File: config.mk
export PLATFORM = sky130hd
export DESIGN_NAME = div_p3
export DESIGN_NICKNAME = d
export VERILOG_FILES = /design/src/rtl/div_p3.sv
export SDC_FILE = /design/constraint.sdc
export NUM_CORES = 1
export LEC_CHECK = 0
export BUFFER_PORTS_ARGS = -buffer_cell sky130_fd_sc_hd__buf_2
export CAP_MARGIN = 20
export CORE_ASPECT_RATIO = 0.75
export CORE_UTILIZATION = 35
export CTS_BUF_LIST = sky130_fd_sc_hd__clkbuf_2
export DETAILED_ROUTE_END_ITERATION = 10
export PLACE_DENSITY = 0.62
export SETUP_SLACK_MARGIN = 0.02
export SYNTH_ARGS = -nofsm -noshare
export SYNTH_HDL_FRONTEND = slang
export SYNTH_SLANG_ARGS = --single-unit
File: constraint.sdc
create_clock -name clk -period 11.5 [get_ports clk]
set_input_delay 2.3 -clock clk [delete_from_list [all_inputs] [get_ports clk]]
set_output_delay 2.3 -clock clk [all_outputs]
set_load 0.05 [all_outputs]
File: src/rtl/div_p3.sv
`default_nettype none
// ============================================================================
// Module   : div_p3
// Purpose  : Back end of the pipelined single-precision divider. Takes the
//            unpacked operands from the front-end stage, computes the mantissa
//            quotient with a 26-step restoring divider, then normalizes,
//            rounds and packs the IEEE-754 result.
// Ports    : clk, rst (async, active-low)
//            in_valid / in_ready      - operand handshake
//            sign, exp_diff, mant_a, mant_b - unpacked operands
//            out_valid / out_ready    - result handshake
//            result                   - packed IEEE-754 quotient
//            overflow / underflow / invalid - exception flags (one-hot or 0)
// Revision : 1.0 - initial release
// ============================================================================
module div_p3 #(
    parameter bit ROUND_RNE = 1'b1
) (
    input  logic        clk,
    input  logic        rst,
    input  logic        in_valid,
    output logic        in_ready,
    input  logic        sign,
    input  logic [8:0]  exp_diff,
    input  logic [23:0] mant_a,
    input  logic [23:0] mant_b,
    output logic        out_valid,
    input  logic        out_ready,
    output logic [31:0] result,
    output logic        overflow,
    output logic        underflow,
    output logic        invalid
);

    typedef enum logic [1:0] {
        IDLE  = 2'd0,
        DIV   = 2'd1,
        ROUND = 2'd2,
        DONE  = 2'd3
    } state_t;

    localparam logic [4:0] LAST_STEP = 5'd25;

    state_t      state;
    state_t      state_nxt;

    logic        sign_q;
    logic [8:0]  exp_q;
    logic [23:0] mb_q;
    logic [25:0] rem;
    logic [25:0] q;
    logic [4:0]  cnt;

    // ------------------------------------------------------------------
    // Control
    // ------------------------------------------------------------------
    always_ff @(posedge clk or negedge rst) begin
        if (!rst) begin
            state <= IDLE;
        end else begin
            state <= state_nxt;
        end
    end

    always_comb begin
        state_nxt = state;
        case (state)
            IDLE:    if (in_valid) state_nxt = DIV;
            DIV:     if (cnt == LAST_STEP) state_nxt = ROUND;
            ROUND:   state_nxt = DONE;
            DONE:    if (out_ready) state_nxt = IDLE;
            default: state_nxt = IDLE;
        endcase
    end

    assign in_ready  = (state == IDLE);
    assign out_valid = (state == DONE);

    // ------------------------------------------------------------------
    // Restoring divider step. The extra top bit of the trial subtraction
    // is the borrow: clear means the remainder covered the divisor.
    // ------------------------------------------------------------------
    logic [26:0] trial;
    logic [25:0] diff;
    logic        fits;

    assign trial = {1'b0, rem} - {3'b000, mb_q};
    assign diff  = trial[25:0];
    assign fits  = ~trial[26];

    // ------------------------------------------------------------------
    // Normalize / round (combinational, consumed in ROUND)
    // ------------------------------------------------------------------
    logic signed [9:0] e_base;
    logic signed [9:0] e_norm;
    logic signed [9:0] e_rnd;
    logic [22:0]       frac_n;
    logic              guard;
    logic              sticky;
    logic              round_up;
    logic [23:0]       frac_sum;

    // Exponent differences in the top quarter of the 9-bit range wrapped
    // around from below zero, so they are sign-extended as negatives.
    assign e_base = (exp_q[8:7] == 2'b11) ? signed'({1'b1, exp_q})
                                          : signed'({1'b0, exp_q});

    always_comb begin
        frac_n = q[23:1];
        guard  = q[0];
        sticky = (rem != 26'd0);
        e_norm = e_base - 10'sd1;
        if (q[25]) begin
            frac_n = q[24:2];
            guard  = q[1];
            sticky = q[0] | (rem != 26'd0);
            e_norm = e_base;
        end
    end

    assign round_up = ROUND_RNE & guard & (sticky | frac_n[0]);
    assign frac_sum = {1'b0, frac_n} + {23'd0, round_up};
    // A carry out of the fraction means the mantissa rounded up to 2.0;
    // the low 23 bits are already zero in that case.
    assign e_rnd    = e_norm + (frac_sum[23] ? 10'sd1 : 10'sd0);

    // ------------------------------------------------------------------
    // Datapath registers
    // ------------------------------------------------------------------
    always_ff @(posedge clk or negedge rst) begin
        if (!rst) begin
            sign_q    <= 1'b0;
            exp_q     <= 9'd0;
            mb_q      <= 24'd0;
            rem       <= 26'd0;
            q         <= 26'd0;
            cnt       <= 5'd0;
            result    <= 32'd0;
            overflow  <= 1'b0;
            underflow <= 1'b0;
            invalid   <= 1'b0;
        end else begin
            case (state)
                IDLE: begin
                    if (in_valid) begin
                        sign_q <= sign;
                        exp_q  <= exp_diff;
                        mb_q   <= mant_b;
                        rem    <= {2'b00, mant_a};
                        q      <= 26'd0;
                        cnt    <= 5'd0;
                    end
                end
                DIV: begin
                    rem <= fits ? (diff << 1) : (rem << 1);
                    q   <= {q[24:0], fits};
                    cnt <= cnt + 5'd1;
                end
                ROUND: begin
                    overflow  <= 1'b0;
                    underflow <= 1'b0;
                    invalid   <= 1'b0;
                    if (mb_q == 24'd0) begin
                        result  <= 32'h7FC0_0000;
                        invalid <= 1'b1;
                    end else if (e_rnd >= 10'sd255) begin
                        result   <= {sign_q, 8'hFF, 23'd0};
                        overflow <= 1'b1;
                    end else if (e_rnd <= 10'sd0) begin
                        result    <= {sign_q, 31'd0};
                        underflow <= 1'b1;
                    end else begin
                        result <= {sign_q, e_rnd[7:0], frac_sum[22:0]};
                    end
                end
                default: begin
                end
            endcase
        end
    end

endmodule
`default_nettype wire

---- After elaboration in Yosys (flattened, before gate mapping) ----
Cells that the tools add are included.
storage, ports and cells
  register bits after elaboration ......... 128
  input bits .............................. 62
  output and inout bits ................... 37
  logic and storage cells ................. 63
operators by class
  add/subtract/negate cells ............... 5
  order comparisons ....................... 2
  eq/ne operators ......................... 8
  muxes and demuxes ....................... 26
  bitwise logic cells ..................... 4
  reduce and logical (&&, ||, !) cells .... 7
operators with widths
  kind                                                                                  count
  26-bit one-hot mux with 2 select lines                                                2
  26-bit 2-to-1 mux                                                                     3
  31-bit 2-to-1 mux                                                                     2
  32-bit 2-to-1 mux                                                                     1
  26-bit by 24-bit subtractor with 27-bit output                                        1
  26-bit nonzero test                                                                   1
  23-bit by 1-bit adder with 24-bit output                                              1
  24-bit logical NOT                                                                    1
  23-bit 2-to-1 mux                                                                     1
  10-bit 2-to-1 mux                                                                     2
  10-bit by 2-bit adder with 10-bit output                                              1
  10-bit by 9-bit greater-or-equal comparator with 1-bit output, second input constant  1
  10-bit by 1-bit <= comparator with 1-bit output, second input constant                1
  5-bit one-hot mux with 2 select lines                                                 1
  10-bit by 2-bit subtractor with 10-bit output, second input constant                  1
  1-bit 2-to-1 mux                                                                      9
  2-bit one-hot mux with 4 select lines                                                 1
  2-bit == test, second input constant                                                  3
  2-bit 2-to-1 mux                                                                      3
  5-bit by 1-bit adder with 5-bit output, second input constant                         1
  5-bit == test, second input constant                                                  1
  5-bit 2-to-1 mux                                                                      1
  2-bit != test, second input constant                                                  2
  2-bit AND reduction                                                                   2
  other kinds (8)                                                                       9

---- Logic depth before layout (Yosys ltp) ----
  word-level depth ........................ 12
  depth in mapped cells ................... 19
  gate-level depth less buffers ........... 14

---- Least setup slack after synthesis ----
OpenSTA, ideal clock, no wires.
  path kind ............................... reg2reg
  start point ............................. reg q[25]
  end point ............................... reg result[10]
  data arrival time ....................... 5.167 ns
  data required time ...................... 11.404 ns
  setup slack ............................. 6.237 ns
  cell stages (with the launch flop) ...... 19
  buffers on the path ..................... 4
  clock period less this slack ............ 5.263 ns
  path through ............................ dfrtp_1 > clkbuf_1 > mux2_2 > nand4_1 > or4_1 > or3_1 > nor4_1 > ha_1 > inv_1 > o41ai_2 > and3_1 > clkbuf_1 > and4_1 > nor4_1 > o2111a_1 > or4b_1 > buf_2 > buf_6 > o32ai_2
on the way
  cells in the longest elaborated chain, start to end .. 10
  elaborated cells on any way between the ends .. 14
ends and longest elaborated chain
  item                                                   line  text
  start: declaration                                     51    logic [25:0] q;
  start signal: assignment                               156   q <= {q[24:0], fits};
  1-bit 2-to-1 mux or 23-bit 2-to-1 mux (tied branches)  113   if (q[25]) begin
  1-bit OR                                               121   assign round_up = ROUND_RNE & guard & (sticky | frac_n[0]);
  1-bit AND                                              121
  23-bit by 1-bit adder with 24-bit output               122   assign frac_sum = {1'b0, frac_n} + {23'd0, round_up};
  1-bit 2-to-1 mux                                       125   assign e_rnd = e_norm + (frac_sum[23] ? 10'sd1 : 10'sd0);
  10-bit by 2-bit adder with 10-bit output               125
  10-bit by 1-bit <= comparator with 1-bit output        169   end else if (e_rnd <= 10'sd0) begin
  31-bit 2-to-1 mux                                      169
  31-bit 2-to-1 mux *                                    166   end else if (e_rnd >= 10'sd255) begin
  32-bit 2-to-1 mux *                                    163   if (mb_q == 24'd0) begin
  end signal: assignment                                 167   result <= {sign_q, 8'hFF, 23'd0};
  end signal: assignment                                 170   result <= {sign_q, 31'd0};
  end signal: assignment                                 173   result <= {sign_q, e_rnd[7:0], frac_sum[22:0]};
  end: declaration                                       29    output logic [31:0] result,
Mark *: on every way between the ends. The rest lies on a longest branch, timed or not.
A chain may end at the register's enable or synchronous reset.

---- Worst setup path in the final report ----
  start point ............................. reg q[25]
  end point ............................... reg result[17]
Same word-level chain as after synthesis.

==> results.py <==
metrics = {
    "setup_path": {
        "required_ps": 12140,
        "path_delay_family": "simple AND/OR/NAND/NOR gates",
        "slowest_delay_ps": 700,
        "endpoint_kind": "register",
        "start_kind": "register",
        "cp.arrival_ps": 6470,
        "startpoint": "q[25]",
        "rr_startpoint": "q[25]",
        "crit_type": "register to register",
        "cp_max_fo": 38,
        "critical_path.most_common_cell": "nor4_1",
        "crit_buf_inv": 4,
        "path_cells": "buf_4 > inv_2 > a21oi_1 > or4_1 > or3_1 > nor4_1 > ha_1 > inv_1 > o41ai_2 > and3_1 > and4_1 > nor4_1 > o2111a_1 > or4b_1 > buf_16 > o32ai_2",
        "cpMaxStageDelayCell": "or4b_1",
        "path_depth": 16,
        "endpoint": "result[17]",
        "r2r_setup_slack_ps": 5670,
        "r2r_cells": 16,
        "r2r-end": "result[17]",
    },
    "logic_synthesis": {
        "avgSynthCellArea_um2": 9.458,
        "synth_edf_count": 0,
        "synthTopCellsByArea": "dfrtp_1 38%, mux2_2 5.1%, ha_1 5.1%, xnor2_1 4.5%, a21oi_1 3.7%",
        "synth_most_common_cell": "dfrtp_1",
        "synth_common_cells": "128 x dfrtp_1, 68 x inv_1, 64 x nand2_1",
        "synth.yosys.seq_area_share": 0.3831,
        "synth_fp_nets": 981,
        "yosysUniqueCellTypes": 73,
        "synth-seq-cells": 128,
        "synthArstFlopShare": 1.000,
        "synth_top_cell_by_area": "dfrtp_1",
        "synth_area_um2": 8361,
        "ys_warn_count": 0,
        "synth_cells": 884,
        "synth_ff_type": "dfrtp_1",
        "yosys.area.top_type_share": 0.3831,
    },
    "timing": {
        "relSlewSlack": 0.4476,
        "rsz0062_at_grt": "false",
        "hold_viol": 0,
        "setup-tns-final_ps": 0,
        "min_period_ps": 5830,
        "fin_crit_sh": 0.5069,
        "setup_viol": 0,
        "fmax_ghz": 0.1715,
        "maxSlewViolCount": 0,
        "worstMarginPinSlew_ps": 826.6,
        "fin_skew_ps": 36.81,
    },
    "cells_and_area": {
        "drive_above_1_share": 0.2207,
        "area_growth_pct": 12.05,
        "fill_cells": 2336,
        "final_cell_area_um2": 9368,
        "fin_cells": 1274,
        "final_util": 0.4030,
        "fin_nets": 1058,
        "insertedDiodeCount": 0,
    },
    "routing": {
        "drc": 0,
        "firstDrtPassIters": 5,
        "wl_per_cell_um": 17.38,
        "drt_iter0_drc": 639,
        "viasPerCell": 5.425,
        "route.vias.total": 6911,
        "drt_wl_total_mm": 22.15,
        "postRouteAntennaNets": 0,
    },
    "run_status": {
        "status": "complete, no violations",
    },
    "clocking": {
        "tritoncts": "done",
        "cts.htree.levels": 4,
        "cts_root_buffer": "clkbuf_2",
        "cts.clk_slew.worst_paths_ps": 220,
        "clock-sinks": 128,
        "cts_max_path_buffers": 2,
        "cts_setup_buffers": 0,
        "cts_buffers": 17,
        "ctsResizeCount": 0,
        "cts_hold_buf": 0,
        "clk_latency_ps": 740,
    },
    "floorplanning": {
        "die_area_um2": 24520,
        "core_area_um2": 23240,
        "io_pins": 99,
        "die_y_um": 135.9,
        "start_util": 0.3597,
        "num_rows": 48,
        "dieWidth_um": 180.5,
    },
    "global_route": {
        "grt_use_total": 0.1862,
        "gr-total-overflow": 0,
        "grt_pass1_wl_mm": 35.81,
        "antenna_found_initial": 0,
        "grt_max_degree": 82,
        "grt_pass1_vias": 6488,
    },
    "flow_run": {
        "maxCapViolations": 0,
    },
    "place": {
        "place_congestion": 0.8754,
        "dpl.hpwl_mm": 15.70,
        "dpl_cell_area_um2": 9125,
        "portBuffers": 98,
        "placedCellCount": 1241,
    },
    "min_path": {
        "holdCritPathClass": "register to register",
    },
    "pwr": {
        "p_per_area_nw_per_um2": 308.8,
        "power_uw": 2892,
        "p_leak_uw": 0.004122,
        "vdd_drop_max_mv": 0.1233,
    },
}
[stage by stage]
stage               hold slack [ps]  worst slack [ps]
floorplan                     466.8              6237
global placement              472.5              5563
detailed placement            491.0              5730
CTS                           519.1              5651
global route                  562.9              5338
finish                        506.5              5670
[area by class of cell]
class                           count  area [um2]  share of cell area
Inverter                           69       259.0             0.02765
Timing Repair Buffer              109       603.1             0.06438
Multi-Input combinational cell    636        4695              0.5011
Sequential cell                   128        3204              0.3421
Tap cell                          300       375.4             0.04007
Clock buffer                       18       90.09            0.009617
Clock inverter                     14       141.4             0.01509
[layer usage]
layer	track usage	vias to the layer above	wire (um)
li1	-	3366	-
met1	0.2895	3358	11880
met2	0.2498	178	8937
met3	0.05384	9	1226
met4	0.03466	0	106
met5	0	-	0
[worst min-delay path by stage]
| stage | startpoint | to | slack (ps) | cells past startpoint |
|---|---|---|---|---|
| global route | invalid | invalid | 560 | 2 |
| detailed placement | result[28] | result[28] | 490 | 1 |
| global placement | result[31] | result[31] | 470 | 1 |
| CTS | sign_q | result[31] | 520 | 2 |
| floorplan | rem[25] | rem[25] | 470 | 1 |
| finish | sign_q | result[31] | 510 | 2 |
[layout by cell type (no fill, tap or decap), types with 9 or more instances in the layout]
| cell type | netlist | layout |
|---|---|---|
| nand4_1 | 11 | 11 |
| nor3_1 | 11 | 11 |
| dfrtp_1 | 128 | 127 |
| mux2i_1 | 26 | 26 |
| nor2_1 | 53 | 53 |
| nor4_1 | 18 | 18 |
| xnor2_1 | 43 | 43 |
| o31ai_1 | 9 | 9 |
| inv_1 | 68 | 68 |
| a31oi_1 | 10 | 10 |
| a22o_1 | 24 | 24 |
| buf_4 | 0 | 9 |
| a21oi_1 | 62 | 62 |
| buf_2 | 1 | 97 |
| clkbuf_2 | 1 | 18 |
| mux2_2 | 38 | 38 |
| o32ai_2 | 18 | 18 |
| o22ai_1 | 20 | 20 |
| ha_1 | 34 | 33 |
| nand3_1 | 16 | 16 |
| nand2_1 | 64 | 63 |
| o21ai_0 | 30 | 30 |
| xor2_1 | 22 | 22 |
| nor2b_1 | 9 | 9 |
[worst register-to-register path, delay by kind of cell, from the launching register on]
kind	cells	cell delay [ps]
AOI/OAI and AO/OA	4	1240
adders and majority gates	1	250
buffers and inverters	4	860
DFF	1	560
and+or+nand+nor	7	2830
[sequential cells by signal, summed over array words and instances, names as in the netlist, 2 cells and up]
| signal | flops |
|---|---|
| cnt | 5 |
| exp_q | 9 |
| result | 32 |
| mb_q | 24 |
| q | 26 |
| state | 2 |
| rem | 26 |
[report_power, final]
part	internal [uW]	switching (uW)	total, uW	leakage (uW)
Combinational	726	1090	1820	0.00238
Sequential	604	179	783	0.00161
Clock	99.9	188	288	0.000138
[cells by family after synthesis]
family                     count (synthesis)  synth area share
DFF                                      128            0.3831
AOI/OAI and AO/OA                        245            0.2188
and+or+nand+nor                          226            0.1356
muxes                                     64           0.08231
xor gates and xnor gates                  66           0.07004
adders and majority gates                 35           0.05328
buffers and inverters                    120           0.05687
Power figures use the tool's default switching activity.
